==> src/rtl/reset_sequencer.sv <==
// reset_sequencer: turns the raw pin reset into staged, synchronously released
// reset lines (bit 0 first), gated on PLL lock plus a stretch interval.
// Software requests and PLL lock loss restart the sequence, and the cause of
// the most recent reset is kept on reset_cause.
// Optional watchdog: define RESET_SEQ_WDOG_EN to build it.
// Release latency from pin deassertion: SYNC_STAGES synchronizer edges, one
// SYNC->WAIT_LOCK edge, one WAIT_LOCK->STRETCH edge, then STRETCH_CYCLES.

module reset_sequencer #(
    parameter int SYNC_STAGES    = 2,
    parameter int STRETCH_CYCLES = 16,
    parameter int NUM_STAGES     = 3,
    parameter int STAGE_GAP      = 4,
    parameter int WDOG_CYCLES    = 1024
) (
    input  logic                  clk,
    input  logic                  reset,
    input  logic                  pll_locked,
    input  logic                  sw_reset_req,
    input  logic                  wdog_kick,
    output logic [NUM_STAGES-1:0] rst_out,
    output logic                  ready,
    output logic [1:0]            reset_cause
);

    localparam int MAX_SG  = (STRETCH_CYCLES > STAGE_GAP) ? STRETCH_CYCLES : STAGE_GAP;
    localparam int MAX_ALL = (MAX_SG > WDOG_CYCLES) ? MAX_SG : WDOG_CYCLES;
    localparam int CNT_W   = $clog2(MAX_ALL + 1);

    localparam logic [1:0] CAUSE_PIN  = 2'd0;
    localparam logic [1:0] CAUSE_LOCK = 2'd1;
    localparam logic [1:0] CAUSE_SW   = 2'd2;
    localparam logic [1:0] CAUSE_WDOG = 2'd3;

    typedef enum logic [2:0] {
        ST_SYNC,
        ST_WAIT_LOCK,
        ST_STRETCH,
        ST_RELEASE,
        ST_RUN
    } state_t;

    state_t                  state_q, state_d;
    logic [SYNC_STAGES-1:0]  rst_sync_q, rst_sync_d;
    logic [SYNC_STAGES-1:0]  lock_sync_q, lock_sync_d;
    logic                    lock_prev_q, lock_prev_d;
    logic [CNT_W-1:0]        cnt_q, cnt_d;
    logic [CNT_W-1:0]        gap_q, gap_d;
    logic [NUM_STAGES-1:0]   rst_q, rst_d;
    logic                    ready_q, ready_d;
    logic [1:0]              cause_q, cause_d;

    logic lock_s;
    logic released;
    logic ev_lock;
    logic ev_sw;
    logic ev_wdog;

    assign lock_s   = lock_sync_q[SYNC_STAGES-1];
    assign released = ~rst_sync_q[SYNC_STAGES-1];
    assign ev_lock  = lock_prev_q & ~lock_s;
    assign ev_sw    = sw_reset_req;

    // Shift a zero into the release synchronizer and the raw lock into its own
    always_comb begin
        rst_sync_d  = {rst_sync_q[SYNC_STAGES-2:0], 1'b0};
        lock_sync_d = {lock_sync_q[SYNC_STAGES-2:0], pll_locked};
        lock_prev_d = lock_s;
    end

    // Synchronizer flops: pin reset holds release pending and forgets any lock
    always_ff @(posedge clk or posedge reset) begin
        if (reset) begin
            rst_sync_q  <= '1;
            lock_sync_q <= '0;
            lock_prev_q <= 1'b0;
        end else begin
            rst_sync_q  <= rst_sync_d;
            lock_sync_q <= lock_sync_d;
            lock_prev_q <= lock_prev_d;
        end
    end

`ifdef RESET_SEQ_WDOG_EN
    logic [CNT_W-1:0] wdog_q, wdog_d;
    logic             wdog_timeout;

    assign wdog_timeout = (state_q == ST_RUN) && !wdog_kick
                          && (wdog_q == CNT_W'(WDOG_CYCLES - 1));
    assign ev_wdog      = wdog_timeout;

    // Watchdog counts RUN cycles only; it sits at zero outside RUN so RUN entry starts fresh
    always_comb begin
        wdog_d = wdog_q;
        if (state_q != ST_RUN || wdog_kick || wdog_timeout) begin
            wdog_d = '0;
        end else begin
            wdog_d = wdog_q + 1'b1;
        end
    end

    // Watchdog counter register
    always_ff @(posedge clk or posedge reset) begin
        if (reset) begin
            wdog_q <= '0;
        end else begin
            wdog_q <= wdog_d;
        end
    end
`else
    logic unused_wdog_kick;
    assign unused_wdog_kick = wdog_kick;
    assign ev_wdog          = 1'b0;
`endif

    // Next-state logic: normal sequencing first, then any reset event overrides it
    always_comb begin
        state_d = state_q;
        cnt_d   = cnt_q;
        gap_d   = gap_q;
        rst_d   = rst_q;
        ready_d = ready_q;
        cause_d = cause_q;

        case (state_q)
            ST_SYNC: begin
                if (released) begin
                    state_d = ST_WAIT_LOCK;
                end
            end
            ST_WAIT_LOCK: begin
                if (lock_s) begin
                    state_d = ST_STRETCH;
                    cnt_d   = '0;
                end
            end
            ST_STRETCH: begin
                if (cnt_q == CNT_W'(STRETCH_CYCLES - 1)) begin
                    gap_d = '0;
                    rst_d = rst_q << 1;
                    if (rst_d == '0) begin
                        state_d = ST_RUN;
                        ready_d = 1'b1;
                    end else begin
                        state_d = ST_RELEASE;
                    end
                end else begin
                    cnt_d = cnt_q + 1'b1;
                end
            end
            ST_RELEASE: begin
                if (gap_q == CNT_W'(STAGE_GAP - 1)) begin
                    gap_d = '0;
                    rst_d = rst_q << 1;
                    if (rst_d == '0) begin
                        state_d = ST_RUN;
                        ready_d = 1'b1;
                    end
                end else begin
                    gap_d = gap_q + 1'b1;
                end
            end
            ST_RUN: begin
                state_d = ST_RUN;
            end
            default: begin
                state_d = ST_SYNC;
            end
        endcase

        if (state_q != ST_SYNC && (ev_lock || ev_sw || ev_wdog)) begin
            state_d = ST_WAIT_LOCK;
            rst_d   = '1;
            ready_d = 1'b0;
            cnt_d   = '0;
            gap_d   = '0;
            if (ev_lock) begin
                cause_d = CAUSE_LOCK;
            end else if (ev_sw) begin
                cause_d = CAUSE_SW;
            end else begin
                cause_d = CAUSE_WDOG;
            end
        end
    end

    // Sequencer state register; pin reset asserts every output at once
    always_ff @(posedge clk or posedge reset) begin
        if (reset) begin
            state_q <= ST_SYNC;
            cnt_q   <= '0;
            gap_q   <= '0;
            rst_q   <= '1;
            ready_q <= 1'b0;
            cause_q <= CAUSE_PIN;
        end else begin
            state_q <= state_d;
            cnt_q   <= cnt_d;
            gap_q   <= gap_d;
            rst_q   <= rst_d;
            ready_q <= ready_d;
            cause_q <= cause_d;
        end
    end

    assign rst_out     = rst_q;
    assign ready       = ready_q;
    assign reset_cause = cause_q;

endmodule
==> config.mk <==
export PLATFORM = sky130hd
export DESIGN_NAME = reset_sequencer
export DESIGN_NICKNAME = d
export VERILOG_FILES = /design/src/rtl/reset_sequencer.sv
export SDC_FILE = /design/constraint.sdc
export NUM_CORES = 1
export LEC_CHECK = 0
export ABC_AREA = 0
export BUFFER_PORTS_ARGS = -buffer_cell sky130_fd_sc_hd__buf_2
export CAP_MARGIN = 20
export CORE_MARGIN = 3
export CORE_UTILIZATION = 55
export CTS_CLUSTER_DIAMETER = 80
export DETAILED_ROUTE_END_ITERATION = 10
export HOLD_SLACK_MARGIN = 0.06
export PLACE_DENSITY = 0.8
export SYNTH_ARGS = -nofsm -noshare
export SYNTH_HDL_FRONTEND = slang
export SYNTH_SLANG_ARGS = --single-unit
==> constraint.sdc <==
create_clock -name clk -period 1.9 [get_ports clk]
set_input_delay 0.285 -clock clk [delete_from_list [all_inputs] [get_ports clk]]
set_output_delay 0.285 -clock clk [all_outputs]
set_load 0.1 [all_outputs]
After elaboration in Yosys (flattened, before gate mapping)
Index checks and enable logic that the tools add are counted.
Operators by class
  $add $sub $neg: 2
  eq/ne operators: 12
  multiplexer cells: 27
  bitwise logic cells: 2
  reduce and logical (&&, ||, !) cells: 11
Operators by type and width (count)
  two-way mux 11 bit: 6
  case mux 11 bit (2 select lines): 2
  two-way mux 3 bit: 10
  adder 11 x 1 -> 11 bit, second input constant: 2
  != test 3 bit, second input constant: 6
  case mux 3 bit (5 select lines): 1
  == test 11 x 2 -> 1 bit, second input constant: 1
  == test 11 x 4 -> 1 bit, second input constant: 1
  nonzero test 3 bit: 3
  == test 3 x 2 -> 1 bit, second input constant: 2
  logical NOT 3 bit: 2
  case mux 3 bit (2 select lines): 1
  AND reduction 3 bit: 2
  two-way mux 1 bit: 5
  AND reduction 5 bit: 1
  == test 3 x 1 -> 1 bit, second input constant: 1
  == test 3 bit, second input constant: 1
  two-way mux 2 bit: 1
  case mux 1 bit (2 select lines): 1
  AND reduction 2 bit: 1
  bitwise AND 1 bit: 1
  logical AND 1 bit: 1
  logical OR 1 bit: 1
  inverter 1 bit: 1
Storage, ports and cells
  bits in registers: 36
  input bits: 5
  output and inout port bits: 6
  logic and storage cells: 63

Logic depth before layout (Yosys ltp)
Gate-level depths: netlist (run 1).
  depth after elaboration: 6
  depth in mapped cells: 8
  mapped depth without buffers: 6

Worst setup path before layout (run 1)
Ideal clock, no wire load.
  path type: reg2reg
  from: reg cnt_q[0]
  to: reg cnt_q[3]
  setup time: 78 ps
  data arrival time: 1632 ps
  required time: 1822 ps
  path slack: 191 ps
  stages on the path, launching flop included: 7
  path buffers: 0
  clock period less this slack: 1709 ps
  cells stage by stage: dfrtp_1 -> ha_1 -> and3_1 -> nand3_1 -> nor2_1 -> or4_1 -> a21boi_1
Between the ends
  longest elaborated chain between the ends: 4
  elaborated cells on any way between the ends: 7
  classes of those cells: add/sub: 1; eq/ne: 2; mux: 3; reduce/logical: 1
RTL lines
  start: declaration: line 47  | logic [CNT_W-1:0] cnt_q, cnt_d;
  start signal: assignment: line 198  | cnt_q <= cnt_d;
  adder 11 x 1 -> 11 bit: line 148  | cnt_d = cnt_q + 1'b1;
  two-way mux 11 bit: line 138  | if (cnt_q == CNT_W'(STRETCH_CYCLES - 1)) begin
  case mux 11 bit (2 select lines): line 125  | case (state_q)
  two-way mux 11 bit: line 171  | if (state_q != ST_SYNC && (ev_lock || ev_sw || ev_wdog)) begin
Several ways; a longest one is shown, not always the timed one. The select of a mux whose other input is x is not followed.
A chain may end at the register's enable or synchronous reset.

Worst setup path after layout (run 1)
  from: reg cnt_q[1]
  to: reg cnt_q[3]
The elaborated chain is that of the path after synthesis.

==> results of run 1 <==
[Yosys cell counts (3+ instances only)]
cell type and instances:
a21boi_1 3, a21oi_1 10, and3_1 7, buf_2 5, dfrtp_1 31, dfstp_2 5
inv_1 6, nand2_1 20, nand3_1 14, nand4_1 3, nor2_1 15, nor4_1 4
o211ai_1 4, o21ai_0 17, o21ai_1 4, o31ai_1 5, or4_1 4
[flip-flops by register name, summed over array words and instances (netlist names)]
name / count
cnt_q: 11
gap_q: 11
rst_out: 3
state_q: 3
lock_sync_q: 2
reset_cause: 2
rst_sync_q: 2
lock_prev_q: 1
ready: 1
[power groups by stage]
stage	Sequential (W)	Combinational [W]	Clock, W
final	0.000975	0.00106	0.000452
after global routing	0.000987	0.00115	0.000510
after CTS	0.000967	0.00104	0.000466
after detailed placement	0.000982	0.00103	0
after global placement	0.000975	0.00100	0
after floorplan	0.00126	0.000538	0
[metal layers]
metal,vias up,GRT usage,part of all wire
met5,-,0,0
met3,2,0.05983,0.042
met1,814,0.2584,0.46
li1,798,-,-
met4,0,0.05440,0.0048
met2,50,0.3603,0.49
[through the flow]
step	std cells	hold WS (ns)	utilization	worst slack (ns)	total power [W]
final	273	0.3284	0.6895	0.1166	0.002487
after detailed placement	262	0.3363	0.6520	0.05007	0.002015
after CTS	272	0.3173	0.6797	0.04165	0.002475
after global routing	273	0.3228	0.6895	0.01783	0.002643
after global placement	262	0.3423	0.6520	0.1493	0.001979
after floorplan	205	0.3164	-	0.1908	0.001794
[cell families after synthesis]
family / Yosys count / share of synthesized area
AOI/OAI and AO/OA: 57 / 0.1874
xor gates and xnor gates: 3 / 0.01348
adders and majority gates: 2 / 0.01283
buffers and inverters: 14 / 0.03786
DFF: 36 / 0.4653
muxes: 2 / 0.01091
other: 1 / 0.001924
and+or+nand+nor: 90 / 0.2702
[placed cells by master, fill, tap and decap left out, types with 3 or more instances in the layout]
| cell type | Yosys | layout |
|---|---|---|
| nand3_1 | 14 | 13 |
| dfrtp_2 | 0 | 3 |
| o211ai_1 | 4 | 4 |
| or4_1 | 4 | 4 |
| dfstp_2 | 5 | 5 |
| buf_2 | 5 | 9 |
| inv_1 | 6 | 6 |
| and3_1 | 7 | 7 |
| a21oi_1 | 10 | 10 |
| nand2_1 | 20 | 20 |
| nor4_1 | 4 | 3 |
| o21ai_1 | 4 | 3 |
| nand4_1 | 3 | 3 |
| dfrtp_1 | 31 | 28 |
| buf_4 | 0 | 13 |
| a21boi_1 | 3 | 3 |
| clkbuf_4 | 0 | 5 |
| o31ai_1 | 5 | 5 |
| o21ai_0 | 17 | 17 |
| nor2_1 | 15 | 15 |
[worst reg2reg max path, delay by kind of cell (launching register included)]
family	cells	cell delay, ns
DFF	1	0.42
AOI/OAI and AO/OA	1	0.16
adders and majority gates	1	0.22
and+or+nand+nor	4	0.92
[cell type report]
type / count / area [µm²] / share of cell area
multi-input cells: 155 / 988.4 / 0.4476
flip-flops and latches: 36 / 910.9 / 0.4125
well taps: 44 / 55.05 / 0.02493
clock buffers: 8 / 68.82 / 0.03116
inverters: 6 / 22.52 / 0.01020
repair buffers: 24 / 162.7 / 0.07365
[worst min path at each step]
stage / from / endpoint / slack, ns
6_report: sw_reset_req / state_q[2] / 0.33
5_1_grt: sw_reset_req / state_q[2] / 0.32
4_1_cts: sw_reset_req / state_q[2] / 0.32
3_5_place_dp: lock_sync_q[0] / lock_sync_q[1] / 0.34
3_3_place_gp: lock_sync_q[0] / lock_sync_q[1] / 0.34
2_1_floorplan: pll_locked / lock_sync_q[0] / 0.32
[what timing repair did]
item / in CTS / in global routing
setup buffers: 0 / 1
hold endpoints to repair: 32 / 0
endpoints found under the setup margin: 0 / 8
hold buffers: 2 / 0
gates resized for setup: 0 / 7
==> summary.txt, run 1 <==
Synthesis
  – Post-Syn Area: just under 0.002 mm²
  – Top_reg_cell synth: dfrtp_1
  – Yosys top cell by area: dfrtp_1
  – Yosys warnings: 0
  – Cell count after synthesis: 205
  – Register area share after synthesis: 0.4653
  – Syn Area/Cell: 9.509 µm²
  – Mapped Nets: 212
  – Top-area cell type share of the netlist area: 0.3979
  – Post-synth EDFFs: 0
  – Async SR Flop Fraction: 1.000
  – Largest cells by area after synthesis: dfrtp_1 40%, dfstp_2 6.7%, o21ai_0 4.4%
  – Cell variety after synth: 55
  – Number of synthesized register bits: 36

Layout
  – Filler cells: about 260
  – N_diodes: 0
  – Cell area after layout: 0.002208 mm²
  – Fin nets: 235
  – Area Overhead vs Synth: 13.29%
  – Layout cells sized above 1: 0.2271

Power
  – Pint: about 0.0014 W
  – PD cells: 1126 mW/mm²
  – Combinational power share: 0.426
  – Clock Power Share: 0.182
  – Pleak: 0.9658 nW
  – Sw frac: 0.4329
  – Max VDD drop: 1.123 mV
  – Psw: 0.001077 W
  – Register share of total power: 0.392

Critical path
  – FF-to-FF setup slack: between 0.1 and 0.15 ns
  – Slowest CP cell: or4_1
  – Worst path arrival time: 2.03 ns
  – Critical Path Start Type: register
  – Crit path launch: cnt_q[1]
  – CP Max Fanout: 6
  – WP depth: 6
  – CP Capture Type: register
  – R2r worst-path depth: 6
  – Critical Path RT: 2.15 ns
  – Critical path type: reg2reg
  – Crit path capture: cnt_q[3]
  – R2R Path End: cnt_q[3]
  – Buf+Inv Stages, Crit Path: 0
  – Largest delay contributor family on the critical path: simple AND/OR/NAND/NOR gates
  – Crit path largest cell delay: around 0.48 ns
  – Critical R2R Launch: cnt_q[1]
  – Crit-path cells: ha_1 -> and3_1 -> nand3_2 -> nor2_1 -> or4_1 -> a21boi_1

Detailed routing
  – Wire per inst: 14.56 µm
  – Initial DRC count: 112
  – Via density per instance: 6.095
  – Routed Wire Length: 3.974 mm
  – Drt pass-1 iters: 4
  – Routed Antenna Nets: 0
  – Vias: approximately 1.7k
  – Drt drc: 0

STA
  – Tmin final: 1.783 ns
  – Clock Skew: 0.006957 ns
  – Max Fclk: 560.7 MHz
  – Slew Limit Fails: 0
  – Period utilization: 0.9386
  – Post-Route Setup TNS: 0 ns
  – RSZ-0062 raised after global routing: false
  – # setup viols final: 0
  – Final hold violation count: 0

Status
  – Status: finished, final reports clean

Placed design
  – DP Area: 0.002088 mm²
  – Number of port buffers: 9
  – DPL Wire Length: 2.751 mm
  – GPL Wtd Cong: 0.8454

CTS
  – CTS Buf Count: 5
  – CTS tree: yes
  – Clock Tree Buf Depth: 2
  – CTS sink count: 36
  – Clock Latency Late Sink: between 0.3 and 0.4 ns
  – CTS H-tree depth: 2
  – CTS root buf: clkbuf_4
  – Clk pin slew, worst setup/hold paths: ~0.1 ns

Floorplan
  – Core area: roughly 0.0032 mm²
  – Row count: 20
  – Die Wd: about 66 µm
  – Die footprint: around 0.0043 mm²
  – Starting Density: 0.6086
  – IO Pins: 11
  – Die Ht: 65.54 µm

Global route
  – Largest net degree at the start of global routing: 37
  – GRT overflow: 0
  – First-pass GRT wire length: 7.003 mm
  – Vias in the first global route: 1,590
  – Initial antenna violation count: 0
  – All-Layer GR Usage: 0.2097

Min path
  – Worst Hold Depth: 4
  – Worst hold path type: in2reg

Job
  – Max-cap check violation count: 0
(Power assumes the default switching activity.)
==> run 2, diff against run 1 <==
Settings changed: ABC_AREA 0 to 1.
==> run 2 against run 1 <==
Against the previous run: clock skew rose by 0.0029 ns; cell count rose by 30%; via count rose by 12%; global-route usage rose by 0.11 points; highest routed layer unchanged; synthesized area rose by 10%; worst setup slack improved by 0.092 ns.
==> summary.txt, run 2 <==
Power
  – Max VDD drop: 1.397 mV (was 1.123 mV)
  – Pleak: 1.140 nW (was 0.9658 nW)
  – PD cells: 1254 mW/mm² (was 1126 mW/mm²)

Detailed routing
  – Routed Wire Length: 4.140 mm (was 3.974 mm)
  – Initial DRC count: 125 (was 112)
  – Vias: 1,871 (was 1,664)
  – Drt pass-1 iters: 4 (unchanged)
  – Drt drc: 0 (unchanged)
  – Wire per inst: 11.69 µm (was 14.56 µm)
  – Via density per instance: 5.285 (was 6.095)
  – Routed Antenna Nets: 0 (unchanged)

CTS
  – Clock Latency Late Sink: 0.29 ns (was 0.32 ns)
  – Clk pin slew, worst setup/hold paths: 0.08 ns (was 0.10 ns)
  – CTS root buf: clkbuf_8 (was clkbuf_4)
  – Post-CTS setup buffers: 0 (unchanged)
  – CTS H-tree depth: 2 (unchanged)
  – CTS tree: yes (unchanged)
  – Clock Tree Buf Depth: 2 (unchanged)
  – CTS sink count: 36 (unchanged)
  – CTS Buf Count: 5 (unchanged)

Global route
  – Initial antenna violation count: 0 (unchanged)
  – Vias in the first global route: 1,681 (was 1,590)
  – All-Layer GR Usage: 0.2108 (was 0.2097)
  – Largest net degree at the start of global routing: 37 (unchanged)
  – GRT overflow: 0 (unchanged)
  – First-pass GRT wire length: 7.417 mm (was 7.003 mm)

Layout
  – Area Overhead vs Synth: 8.794% (was 13.29%)
  – Filler cells: 333 (was 256)
  – FF+latch area: 907.1 µm² (was 910.9 µm²)
  – Most common cell after layout, fill and taps aside: nand2_1 (was dfrtp_1)
  – Biggest regs: cnt_q: 11 flops, gap_q: 11 flops (unchanged)
  – N_diodes: 0 (unchanged)
  – Leading cell types in the layout, fill and taps excluded: 82 x nand2_1, 31 x dfrtp_1, 30 x nand3_1, 30 x nor2_1, 28 x inv_1 (was 28 x dfrtp_1, 20 x nand2_1, 17 x o21ai_0, 15 x nor2_1)
  – Layout cells sized above 1: 0.1765 (was 0.2271)
  – Fin nets: 312 (was 235)
  – Area occupied by multi-input gates: 0.001080 mm² (was 988.4 µm²)

STA
  – RSZ-0062 raised after global routing: false (unchanged)
  – Max Fclk: 591.1 MHz (was 560.7 MHz)
  – Final hold violation count: 0 (unchanged)
  – Period utilization: 0.8904 (was 0.9386)
  – Slew Limit Fails: 0 (unchanged)
  – # setup viols final: 0 (unchanged)
  – Tmin final: 1.692 ns (was 1.783 ns)
  – Clock Skew: 0.009862 ns (was 0.006957 ns)
  – Final hold slack: 0.08294 ns (was 0.3284 ns)
  – Post-Route Setup TNS: 0 ns (unchanged)

Floorplan
  – Die footprint: 0.004692 mm² (was 0.004295 mm²)
  – Die Ht: 68.50 µm (was 65.54 µm)
  – IO Pins: 11 (unchanged)
  – Starting Density: 0.5781 (was 0.6086)
  – Die Wd: 68.50 µm (was 65.54 µm)
  – Core area: 0.003716 mm² (was 0.003203 mm²)
  – Row count: 22 (was 20)

Synthesis
  – Yosys warnings: 0 (unchanged)
  – Yosys top cell by area: dfrtp_1 (unchanged)
  – Synth top cells by count: 82 x nand2_1, 31 x dfrtp_1, 30 x nand3_1, 30 x nor2_1, 28 x inv_1 (was 31 x dfrtp_1, 20 x nand2_1, 17 x o21ai_0)
  – Post-synth EDFFs: 0 (unchanged)
  – Combinational family with the most area after synthesis: simple AND/OR/NAND/NOR gates (unchanged)
  – Async SR Flop Fraction: 1.000 (unchanged)
  – Post-synthesis xor/xnor area fraction: 0 (was 0.01348)
  – Simple-gate area share of the yosys netlist: 0.4199 (was 0.2702)
  – Post-synthesis adder-cell area fraction: 0.01165 (was 0.01284)
  – Most frequent cell after synthesis: nand2_1 (was dfrtp_1)
  – Number of synthesized register bits: 36 (unchanged)
  – Top-area cell type share of the netlist area: 0.3611 (was 0.3979)
  – Register area share after synthesis: 0.4222 (was 0.4653)
  – Post-Syn Area: 0.002148 mm² (was 0.001949 mm²)
  – Cell variety after synth: 30 (was 55)
  – Syn Area/Cell: 7.383 µm² (was 9.509 µm²)
  – Cell count after synthesis: 291 (was 205)
  – Synth Area in Compound Gates: 0.06465 (was 0.1874)
  – Mapped Nets: 298 (was 212)
  – Multiplexer share of the synthesized area: 0 (was 0.01091)
  – Largest cells by area after synthesis: dfrtp_1 36%, nand2_1 14%, nand3_1 7.0% (was dfrtp_1 40%, dfstp_2 6.7%, o21ai_0 4.4%)
  – Top_reg_cell synth: dfrtp_1 (unchanged)

Job
  – Max-cap check violation count: 0 (unchanged)

Critical path
  – Critical Path Start Type: register (unchanged)
  – CP Capture Type: register (unchanged)
  – R2r worst-path depth: 8 (was 6)
  – R2R Path End: ready (was cnt_q[3])
  – FF-to-FF setup slack: 0.21 ns (was 0.12 ns)
  – Critical path type: reg2reg (unchanged)
  – Worst path arrival time: 1.87 ns (was 2.03 ns)
  – Critical Path RT: 2.08 ns (was 2.15 ns)
  – Crit path launch: cnt_q[1] (unchanged)
  – Critical R2R Launch: cnt_q[1] (unchanged)
  – CP Max Fanout: 8 (was 6)

Placed design
  – GPL Wtd Cong: 0.9094 (was 0.8454)
  – DPL Wire Length: 2.929 mm (was 2.751 mm)
  – Number of port buffers: 9 (unchanged)

Status
  – Status: finished, final reports clean (unchanged)

Min path
  – Worst hold path type: in2async (was in2reg)
==> run 2: logic make-up after synthesis <==
group	count (synthesis)
buffers and inverters	38
flip-flops	36
AO/OA/AOI/OAI	22
other	1
AND/OR/NAND/NOR	192
adder cells (fa/ha/maj)	2
==> run 2: worst max path at each step <==
| stage | cells past startpoint | slack, ns | endpoint |
|---|---|---|---|
| 2_1_floorplan | 9 | 0.38 | gap_q[0] |
| 4_1_cts | 8 | 0.14 | gap_q[1] |
| 6_report | 8 | 0.21 | ready |
| 5_1_grt | 8 | 0.03 | ready |
| 3_5_place_dp | 8 | 0.19 | gap_q[1] |
| 3_3_place_gp | 8 | 0.23 | gap_q[1] |
==> run 2: timing repair <==
action                                  CTS  global route
hold buffers                              0             0
gates resized for setup                   0             2
endpoints found under the hold margin     0             0
endpoints found under the setup margin    0            11
==> run 2: routing by layer <==
layer | global-route usage | up-vias | part of all wire
li1 | - | 976 | -
met3 | 0.05348 | 6 | 0.036
met5 | 0 | - | 0
met4 | 0.06203 | 0 | 0.013
met1 | 0.2735 | 857 | 0.47
met2 | 0.3456 | 32 | 0.48
==> run 2: stage by stage <==
stage               worst slack, ns  instances  utilization  power, W  cell area, µm²
detailed placement           0.1937        346       0.6013  0.002375            2235
global placement             0.2258        346       0.6013  0.002355            2235
CTS                          0.1430        354       0.6263  0.002939            2327
global route                0.02688        354       0.6290  0.003131            2337
floorplan                    0.3812        291            -  0.002203            2148
finish                       0.2082        354       0.6290  0.002930            2337
==> run 2: area by class of cell <==
| type | count | area share |
|---|---|---|
| multi-input cells | 217 | 0.4620 |
| flip-flops and latches | 36 | 0.3881 |
| inverters | 32 | 0.05246 |
| clock buffers | 6 | 0.03533 |
| repair buffers | 13 | 0.03212 |
| well taps | 48 | 0.02570 |
| clock inverters | 2 | 0.004283 |
==> run 2: worst max-delay path: stages (launching register included) <==
cell	delay (ns)
dfrtp_1	0.43
ha_1	0.23
nand3_1	0.16
nor2_2	0.19
nand2_1	0.13
nand2_4	0.14
nand3_1	0.15
nand2_1	0.10
nand2_1	0.05
==> run 2: power by group <==
part | leakage (nW) | total, W | switching, W | internal, W
registers | 0.469 | 0.00100 | 0.000105 | 0.000897
clock network | 0.0510 | 0.000555 | 0.000266 | 0.000289
logic | 0.620 | 0.00137 | 0.00105 | 0.000323
